--- config.mk ---
export PLATFORM = sky130hd
export DESIGN_NAME = cpu_scoreboard
export DESIGN_NICKNAME = d
export VERILOG_FILES = /design/src/rtl/cpu_pkg.sv /design/src/rtl/cpu_scoreboard.sv
export SDC_FILE = /design/constraint.sdc
export NUM_CORES = 1
export LEC_CHECK = 0
export CAP_MARGIN = 20
export CORE_MARGIN = 8
export CORE_UTILIZATION = 43
export CTS_CLUSTER_SIZE = 40
export DETAILED_ROUTE_END_ITERATION = 6
export PLACE_DENSITY = 0.71
export SLEW_MARGIN = 10
export SYNTH_ARGS = -nofsm -noshare
export SYNTH_HDL_FRONTEND = slang
export SYNTH_SLANG_ARGS = --single-unit
--- constraint.sdc ---
create_clock -name clk_i -period 7.2 [get_ports clk_i]
set_input_delay 1.8 -clock clk_i [delete_from_list [all_inputs] [get_ports clk_i]]
set_output_delay 1.8 -clock clk_i [all_outputs]
set_load 0.005 [all_outputs]
--- src/rtl/cpu_pkg.sv ---
// Shared moxie CPU constants and the scoreboard FSM state encoding.
// Used by the register file, decode, execute and the scoreboard.
package cpu_pkg;

  localparam int NREGS = 16;
  localparam int IDX_W = 4;

  typedef logic [1:0] sb_state_t;

  localparam sb_state_t SB_RUN    = 2'd0;
  localparam sb_state_t SB_DRAIN  = 2'd1;
  localparam sb_state_t SB_HALTED = 2'd2;

endpackage

--- src/rtl/cpu_scoreboard.sv ---
// Register scoreboard and issue controller: tracks in-flight writes, stalls
// decode on RAW/WAW hazards and drains the pipeline on request.
//
// state  | meaning
// RUN    | normal issue, stalls only on register conflicts
// DRAIN  | all issue stalled, waiting for in-flight writes to retire
// HALTED | pipeline empty, drain_ack_o high, issue still stalled
module cpu_scoreboard
  import cpu_pkg::*;
#(
  parameter int NREGS = cpu_pkg::NREGS,
  parameter int IDX_W = cpu_pkg::IDX_W,
  parameter int CNT_W = 16
) (
  input  logic             clk_i,
  input  logic             rst_i,
  input  logic             issue_valid_i,
  input  logic             rd_en_a_i,
  input  logic [IDX_W-1:0] rd_idx_a_i,
  input  logic             rd_en_b_i,
  input  logic [IDX_W-1:0] rd_idx_b_i,
  input  logic             wr_en_i,
  input  logic [IDX_W-1:0] wr_idx_i,
  input  logic             wb_en_i,
  input  logic [IDX_W-1:0] wb_idx_i,
  input  logic             flush_i,
  input  logic             drain_req_i,
  output logic             stall_o,
  output logic             issue_o,
  output logic             drain_ack_o,
  output logic [NREGS-1:0] busy_o,
  output logic [IDX_W:0]   outstanding_o,
  output logic [CNT_W-1:0] stall_count_o
);

  function automatic logic [IDX_W:0] popcount(input logic [NREGS-1:0] v);
    logic [IDX_W:0] c;
    c = '0;
    for (int i = 0; i < NREGS; i++) begin
      c = c + {{IDX_W{1'b0}}, v[i]};
    end
    return c;
  endfunction

  sb_state_t        state_q, state_next;
  logic [NREGS-1:0] busy_q, busy_next;
  logic [IDX_W:0]   outstanding_q;
  logic [CNT_W-1:0] stall_count_q;
  logic             drain_ack_q;
  logic             conflict;

  // Hazards are judged against registered busy bits only; no writeback bypass.
  assign conflict = (rd_en_a_i & busy_q[rd_idx_a_i])
                  | (rd_en_b_i & busy_q[rd_idx_b_i])
                  | (wr_en_i   & busy_q[wr_idx_i]);

  assign stall_o = issue_valid_i & ((state_q != SB_RUN) | conflict);
  assign issue_o = issue_valid_i & ~stall_o & ~flush_i;

  always_comb begin
    busy_next = busy_q;
    if (flush_i) begin
      busy_next = '0;
    end else begin
      if (wb_en_i)
        busy_next[wb_idx_i] = 1'b0;
      if (issue_o && wr_en_i)
        busy_next[wr_idx_i] = 1'b1;
    end
  end

  always_comb begin
    state_next = state_q;
    case (state_q)
      SB_RUN: begin
        if (drain_req_i)
          state_next = SB_DRAIN;
      end
      SB_DRAIN: begin
        if (!drain_req_i)
          state_next = SB_RUN;
        else if (busy_q == '0)
          state_next = SB_HALTED;
      end
      SB_HALTED: begin
        if (!drain_req_i)
          state_next = SB_RUN;
      end
      default: state_next = SB_RUN;
    endcase
  end

  always_ff @(posedge clk_i) begin
    if (rst_i) begin
      state_q       <= SB_RUN;
      busy_q        <= '0;
      outstanding_q <= '0;
      stall_count_q <= '0;
      drain_ack_q   <= 1'b0;
    end else begin
      state_q       <= state_next;
      busy_q        <= busy_next;
      outstanding_q <= popcount(busy_next);
      drain_ack_q   <= (state_next == SB_HALTED);
      if (stall_o && (stall_count_q != {CNT_W{1'b1}}))
        stall_count_q <= stall_count_q + CNT_W'(1);
    end
  end

  assign busy_o        = busy_q;
  assign outstanding_o = outstanding_q;
  assign stall_count_o = stall_count_q;
  assign drain_ack_o   = drain_ack_q;

endmodule

==> qor.yml, run 1 <==
rsz0062_at_grt: "no"
cts_inserted_buffers: 5
synth_ff_type: "dfxtp_1"
numClockSinks: 40
syn_to_final_growth_pct: 31.6
slew_headroom_pct: 63.5
antenna_found_initial: 0
pwr-share-comb_pct: 16.1
period_share_pct: 94.8
syn_nets: 350
cts_buffer_depth: 2
synth_cells: 309
antenna_cells: 0
routedWlPerCell_um: 17.9
num_vias: 2748
fmax_mhz: 147
cts_tree: "done"
seq_area_frac_synth_pct: 29.1
async_flop_share_pct: 0
status: "completed"
initial_core_util_pct: 43.9
p_leak_nw: 1.27
route.detailed.drc: 0
p_per_area_mw_per_mm2: 139
pwr-share-clk_pct: 38.8
num_rows: 29
cts.htree.levels: 2
path_class: "in2reg"
ant_nets: 0
dieArea_mm2: 0.00922
layout_commonest_cell: "clkdlybuf4s50_1"
holdBufCountCts: 0
drv_slew: 0
gp_congestion: 0.941
finalSetupTns_ns: 0
cts_resized: 0
power.total_mw: 0.502
max_cap_violations: 0
fill_cells: 554
avgSynthCellArea_um2: 8.92
final_cell_mix: "clkdlybuf4s50_1 (64), dfxtp_1 (40), o22ai_1 (23), o21ai_0 (18), inv_1 (18)"
grt.total_usage_pct: 17.9
yosysUniqueCellTypes: 60
grt_max_degree: 26
crit_fanout: 4
final.setup.worst_slack_ns: 0.374
yosysWarnings: 0
worstMarginPinSlew_ns: 0.545
die_h_um: 96.0
power_frac_seq_pct: 45.1
crit_path_end_kind: "register"
boundaryPins: 65
irDropWorstVdd_v: 0.000108
dp_slack_ns: 0.0622
startpoint_type: "input pin"
via_per_inst: 6.04
finalHoldViolCount: 0
totalWireLength_mm: 8.15
clock-root-buffer: "clkbuf_8"
finalSetupViolCount: 0
cts_setup_buffers: 0
skew_ns: 0.00854
grt_pass1_vias: 2760
overflow: 0
drt_iter0_markers: 228
drive_above_1_share_pct: 11.4
ys_ff_latch: 40
cp_data_arrival_time_ns: 7.01
clk_pin_slew_ns: 0.08
clk_latency_ns: 0.29
power_switching_mw: 0.127
dp.final_hpwl_mm: 6.27
grt_pass1_wl_mm: 13.2
io_buffers: 64
nets: 418
period_minus_slack_ns: 6.83
intPower_mw: 0.375
synth_enable_flop_cells: 0
worstPathRequired_ns: 7.38
die_x_um: 96.0
coreArea_mm2: 0.00628
drtPass1Iterations: 5
hold_class: "reg2reg"
mappedNetlistArea_mm2: 0.00276
swShare_pct: 25.3
cells in the mapped netlist, types with 2 or more instances:
cell	count	area, um2
o21ai_1	6	30.0
o2111ai_1	2	17.5
xor2_1	2	17.5
nand4_1	3	18.8
buf_1	2	7.51
o22a_1	5	43.8
nor2_1	14	52.6
nand2b_1	8	50.1
nand2_1	16	60.1
or3_1	8	50.1
mux2i_1	7	70.1
a21oi_1	15	75.1
a211oi_1	3	22.5
nor3_1	3	15.0
nor2b_1	11	68.8
a22oi_1	3	22.5
fa_1	10	200
mux4_2	7	158
dfxtp_1	40	801
clkbuf_1	10	37.5
o32a_1	3	30.0
nand3b_1	2	15.0
o21ai_0	18	90.1
buf_2	4	20.0
nor3b_1	2	15.0
mux2_2	2	22.5
or2_2	3	18.8
o31ai_1	5	37.5
o22ai_1	23	144
xnor2_1	2	17.5
nand3_1	12	60.1
inv_1	18	67.6
o211ai_1	2	15.0
or4_1	7	52.6
ha_1	6	75.1
per-stage QoR:
step | utilization (%) | hold slack [ns] | std cells | instance area, um2
2_1_floorplan | - | 0.456 | 309 | 2760
3_3_place_gp | 55.8 | 0.482 | 447 | 3500
3_5_place_dp | 55.8 | 0.488 | 447 | 3500
4_1_cts | 57.8 | 0.504 | 455 | 3630
5_1_grt | 57.8 | 0.525 | 455 | 3630
6_report | 57.8 | 0.503 | 455 | 3630
sequential cells by signal, summed over array words and instances, names as in the netlist:
register       cells
drain_ack_o        1
busy_o            16
outstanding_o      5
stall_count_o     16
state_q            2
area by class of cell:
| type | instances | area, um2 | share of cell area, % |
|---|---|---|---|
| clock inverters | 2 | 38.8 | 1.07 |
| repair buffers | 79 | 753 | 20.8 |
| inverters | 18 | 67.6 | 1.86 |
| clock buffers | 6 | 82.6 | 2.28 |
| multi-input cells | 233 | 1790 | 49.3 |
| flip-flops and latches | 40 | 801 | 22.1 |
| well taps | 77 | 96.3 | 2.66 |
power by group through the flow:
stage | Clock, mW | Combinational (mW) | Sequential, mW
after global placement | 0 | 0.0786 | 0.232
after global routing | 0.203 | 0.0869 | 0.227
final | 0.195 | 0.0808 | 0.227
after floorplan | 0 | 0.0460 | 0.231
after detailed placement | 0 | 0.0795 | 0.232
after CTS | 0.196 | 0.0803 | 0.227
cell families (layout without fill, tap and decap cells):
logic type	Yosys count	count (layout)	share of synthesized area, %
AND/OR/NAND/NOR	101	101	21.2
AO/OA/AOI/OAI	95	95	22.9
multiplexers	17	17	9.49
adder cells (fa/ha/maj)	16	16	9.99
XOR/XNOR	4	4	1.27
flip-flops	40	40	29.1
buffers and inverters	36	105	6.09
critical path, stage by stage:
cell and delay [ns]:
clkdlybuf4s50_1 0.60, mux4_2 0.53, mux2_2 0.27, nand3_1 0.12
o211ai_4 0.09, nor2_2 0.16, nand3b_2 0.12, o32a_1 0.39
fa_1 0.54, inv_1 0.05, fa_1 0.47, inv_1 0.05
fa_1 0.47, inv_1 0.05, fa_1 0.44, ha_1 0.22
fa_1 0.41, xnor2_1 0.17, nor2_1 0.05
final timing paths:
check | startpoint | to | slack, ns | cells past startpoint
worst max-delay path | wr_idx_i[0] | outstanding_o[2] | 0.37 | 19
worst min-delay path | stall_count_o[9] | stall_count_o[9] | 0.50 | 2
worst max register to register | busy_o[4] | outstanding_o[2] | 2.16 | 18
worst min register to register | stall_count_o[9] | stall_count_o[9] | 0.50 | 2
per-layer routing:
layer	wire length (um)	vias up	track usage, %
met5	0	-	0
met2	3860	118	30.1
met4	190	0	7.17
li1	-	1294	-
met1	3470	1318	22.4
met3	623	18	2.65
Note: power is estimated with default switching activity, not from simulation.
==> run 2, diff against run 1 <==
clock period = 7.7 ns   (was 7.2 ns; I/O delays follow)
==> qor.yml, run 2 (synthesis gave the netlist of run 1 again) <==
path_delay_family: "adder cells"
path_class: "in2reg"
io_buffers: 64
dieArea_mm2: 0.00922
intPower_mw: 0.369
power_switching_mw: 0.115
cts_buffer_depth: 2
p_leak_nw: 1.22
skew_ns: 0.00800
die_x_um: 96.0
cts_setup_buffers: 0
cts.htree.levels: 2
worstPathRequired_ns: 7.84
crit_top_cell: "fa_1"
layout_commonest_cell: "clkdlybuf4s50_1"
path_cells: "clkdlybuf4s50_1, mux4_2, o221ai_1, nand4_2, nor2_2, nand3b_2, o32a_1, fa_1, inv_1, fa_1, inv_1, fa_1, inv_1, fa_1, ha_1, fa_1, xnor2_1, nor2_1"
holdBufCountCts: 0
hold_class: "reg2reg"
path_buf_inv: 4
status: "completed"
finalHoldViolCount: 0
totalWireLength_mm: 8.16
grt_pass1_wl_mm: 13.4
swShare_pct: 23.7
cts_resized: 0
overflow: 0
drive_above_1_share_pct: 8.72
finalSetupTns_ns: 0
drt_iter0_markers: 232
route.detailed.drc: 0
pwr-share-clk_pct: 41.6
clk_latency_ns: 0.29
period_share_pct: 92.5
clock-root-buffer: "clkbuf_8"
final_cell_mix: "clkdlybuf4s50_1 (64), dfxtp_1 (40), o22ai_1 (23), o21ai_0 (18), inv_1 (18)"
fill_cells: 575
antenna_found_initial: 0
cp_data_arrival_time_ns: 7.27
gp_congestion: 0.960
worstMarginPinSlew_ns: 0.936
post-route-util_pct: 56.7
drv_slew: 0
crit_path_end_kind: "register"
grt_max_degree: 26
syn_to_final_growth_pct: 29.2
dp.final_hpwl_mm: 6.19
clk_pin_slew_ns: 0.08
die_h_um: 96.0
crit_fanout: 8
max_stage_delay_ns: 0.68
cts_tree: "done"
num_rows: 29
via_per_inst: 6.14
period_minus_slack_ns: 7.12
coreArea_mm2: 0.00628
rsz0062_at_grt: "no"
irDropWorstVdd_v: 0.0000999
boundaryPins: 65
startpoint_type: "input pin"
power_frac_seq_pct: 43.8
numClockSinks: 40
fmax_mhz: 140
max_cap_violations: 0
cts_inserted_buffers: 5
grt_pass1_vias: 2695
slowest_stage: "clkdlybuf4s50_1"
grt.total_usage_pct: 18.3
pwr-share-comb_pct: 14.6
nets: 408
ant_nets: 0
finalSetupViolCount: 0
routedWlPerCell_um: 18.4
num_vias: 2724
drtPass1Iterations: 5
antenna_cells: 0
p_per_area_mw_per_mm2: 136
initial_core_util_pct: 43.9
slew_headroom_pct: 37.4
==> run 2: cell types whose count changed in the layout (fill, tap and decap cells not counted), sizes merged <==
cell	before	now
bufinv	1	2
clkbuf	6	5
clkinv	1	0
buf	15	5
==> run 2: metrics by stage <==
step	instance area [um2]	total power [mW]	hold slack (ns)	instances	setup WS (ns)
after floorplan	2760	0.259	0.456	309	1.00
after global placement	3430	0.285	0.478	437	0.315
after detailed placement	3430	0.286	0.492	437	0.259
after CTS	3560	0.486	0.503	444	0.541
after global routing	3560	0.503	0.524	444	0.288
final	3560	0.484	0.499	444	0.576
==> run 2: worst min-delay path, stage by stage, from the launching register on <==
cell     delay [ns]
dfxtp_1        0.33
o31ai_1        0.07
a21oi_1        0.06
==> run 2: power groups by stage <==
stage,registers [mW],logic [mW],clock network [mW]
6_report,0.212,0.0708,0.201
3_5_place_dp,0.217,0.0698,0
2_1_floorplan,0.216,0.0430,0
5_1_grt,0.212,0.0767,0.214
3_3_place_gp,0.217,0.0688,0
4_1_cts,0.212,0.0705,0.204
==> run 2: cell type report <==
cell class / count / area [um2] / share of cell area (%)
inverters: 18 / 67.6 / 1.90
well taps: 77 / 96.3 / 2.71
clock inverters: 2 / 60.1 / 1.69
multi-input cells: 233 / 1790 / 50.2
repair buffers: 69 / 678 / 19.1
flip-flops and latches: 40 / 801 / 22.5
clock buffers: 5 / 68.8 / 1.93
==> run 2: path summary, 6_finish.rpt <==
path	from	to	slack (ns)	depth (start not counted)
min reg2reg	stall_count_o[12]	stall_count_o[12]	0.50	2
max	rd_idx_b_i[0]	outstanding_o[2]	0.58	18
max reg2reg	busy_o[2]	outstanding_o[2]	2.52	18
min	stall_count_o[12]	stall_count_o[12]	0.50	2
==> run 2: layer usage <==
layer / track usage [%] / vias up / share of wire (%)
met5: 0 / - / 0
met4: 7.68 / 0 / 2.0
met1: 22.9 / 1314 / 43
met3: 3.20 / 16 / 7.5
met2: 30.2 / 115 / 47
li1: - / 1279 / -
==> run 3, diff against run 2 <==
RECOVER_POWER = 100   (was default)
==> qor.yml, run 3 (synthesis gave the netlist of run 1 again) <==
period_minus_slack_ns: 7.19
violations: "capacitance limit, slew limit"
slew_headroom_pct: -57.5
syn_to_final_growth_pct: 28.7
fill_cells: 577
boundaryPins: 65
r2r-start: "busy_o[4]"
drt_iter0_markers: 227
path_class: "in2reg"
dp_slack_ns: 0.259
overflow: 0
cp_data_arrival_time_ns: 7.33
layout_commonest_cell: "dlygate4sd3_1"
die_h_um: 96.0
crit_path_end_kind: "register"
hold_class: "reg2reg"
final_cell_mix: "dlygate4sd3_1 (42), dfxtp_1 (40), o22ai_1 (23), clkdlybuf4s50_1 (22), o21ai_0 (21)"
slowest_stage: "dlygate4sd3_1"
startpoint_type: "input pin"
reg2reg_depth: 18
cts_tree: "done"
r2r_setup_slack_ns: 2.51
grt_pass1_vias: 2695
nets: 408
drtPass1Iterations: 4
final.setup.worst_slack_ns: 0.512
worstMarginPinSlew_ns: 2.34
clk_pin_slew_ns: 0.08
seqCellArea_um2: 801
cts.htree.levels: 2
die_x_um: 96.0
clock-root-buffer: "clkbuf_8"
coreArea_mm2: 0.00628
worstPathRequired_ns: 7.84
finalHoldViolCount: 0
via_per_inst: 6.03
hold_path.startpoint: "stall_count_o[15]"
dieArea_mm2: 0.00922
holdBufCountCts: 0
post-route-util_pct: 56.5
initial_core_util_pct: 43.9
finalSetupTns_ns: 0
max_stage_delay_ns: 0.75
crit_fanout: 8
gp_congestion: 0.960
clk_latency_ns: 0.29
crit_top_cell: "fa_1"
route.detailed.drc: 0
numClockSinks: 40
p_per_area_mw_per_mm2: 136
finalSetupViolCount: 0
min_path_cells: 2
grt_pass1_wl_mm: 13.4
num_rows: 29
drv_slew: 25
period_share_pct: 93.4
cts_resized: 0
cts_buffer_depth: 2
antenna_found_initial: 0
path_cells: "dlygate4sd3_1, mux4_2, o221ai_1, nand4_2, nor2_1, nand3b_2, o32a_1, fa_1, inv_1, fa_1, inv_1, fa_1, inv_1, fa_1, ha_1, fa_1, xnor2_1, nor2_1"
io_buffers: 64
rsz0062_at_grt: "no"
skew_ns: 0.0107
antenna_cells: 0
p_leak_nw: 1.36
drive_above_1_share_pct: 8.17
max_cap_violations: 1
cts_setup_buffers: 0
grt_max_degree: 26
worstHoldEndpoint: "stall_count_o[15]"
dp.final_hpwl_mm: 6.19
num_vias: 2676
grt.total_usage_pct: 18.3
ant_nets: 0
r2r-end: "outstanding_o[2]"
fmax_mhz: 139
multi_input_area_mm2: 0.00177
totalWireLength_mm: 8.14
cts_inserted_buffers: 5
irDropWorstVdd_v: 0.0000996
routedWlPerCell_um: 18.3
status: "complete, but fails checks"
-- run 3: changes by cell type in the layout (fill, tap and decap cells not counted), moves of 2 or more --
cell	change
clkdlybuf4s50_1	-42
dlygate4sd3_1	+42
o21ai_0	+3
o21ai_1	-2
-- run 3: report_power, final --
part	switching [mW]	internal [mW]
logic	0.0376	0.0304
clock network	0.0736	0.128
registers	0.00258	0.209
total	0.114	0.367
-- run 3: layout make-up --
cell class | instances | area share (%)
well taps | 77 | 2.72
multi-input cells | 233 | 50.0
flip-flops and latches | 40 | 22.6
clock inverters | 2 | 1.69
clock buffers | 5 | 1.94
inverters | 18 | 1.91
repair buffers | 69 | 19.1
-- run 3: critical path, delay by kind of cell --
family,cells,cell delay [ns]
fa+ha+maj,6,2.53
buf+inv,4,0.90
simple gates,4,0.66
compound gates,2,0.60
mux,1,0.55
xor+xnor,1,0.17
-- run 3: through the flow --
step / power [mW] / instance area (um2) / std cells / hold slack [ns]
finish: 0.481 / 3540 / 444 / 0.499
global route: 0.500 / 3540 / 444 / 0.521
CTS: 0.486 / 3560 / 444 / 0.503
detailed placement: 0.286 / 3430 / 437 / 0.492
global placement: 0.285 / 3430 / 437 / 0.478
floorplan: 0.259 / 2760 / 309 / 0.456
-- run 3: worst max path at each step --
stage | cells past startpoint | slack, ns | start | end
floorplan | 18 | 1.00 | rd_idx_a_i[0] | outstanding_o[2]
global placement | 18 | 0.31 | rd_idx_b_i[0] | outstanding_o[2]
detailed placement | 18 | 0.26 | rd_idx_b_i[0] | outstanding_o[2]
CTS | 18 | 0.54 | rd_idx_b_i[0] | outstanding_o[2]
global route | 18 | 0.21 | rd_idx_b_i[0] | outstanding_o[2]
finish | 18 | 0.51 | rd_idx_b_i[0] | outstanding_o[2]
-- run 3: metal layers --
metal / up-vias / global-route usage [%] / wire (um)
met1: 1257 / 22.9 / 3520
met2: 122 / 30.2 / 3830
met4: 0 / 7.68 / 154
li1: 1283 / - / -
met5: - / 0 / 0
met3: 14 / 3.20 / 628
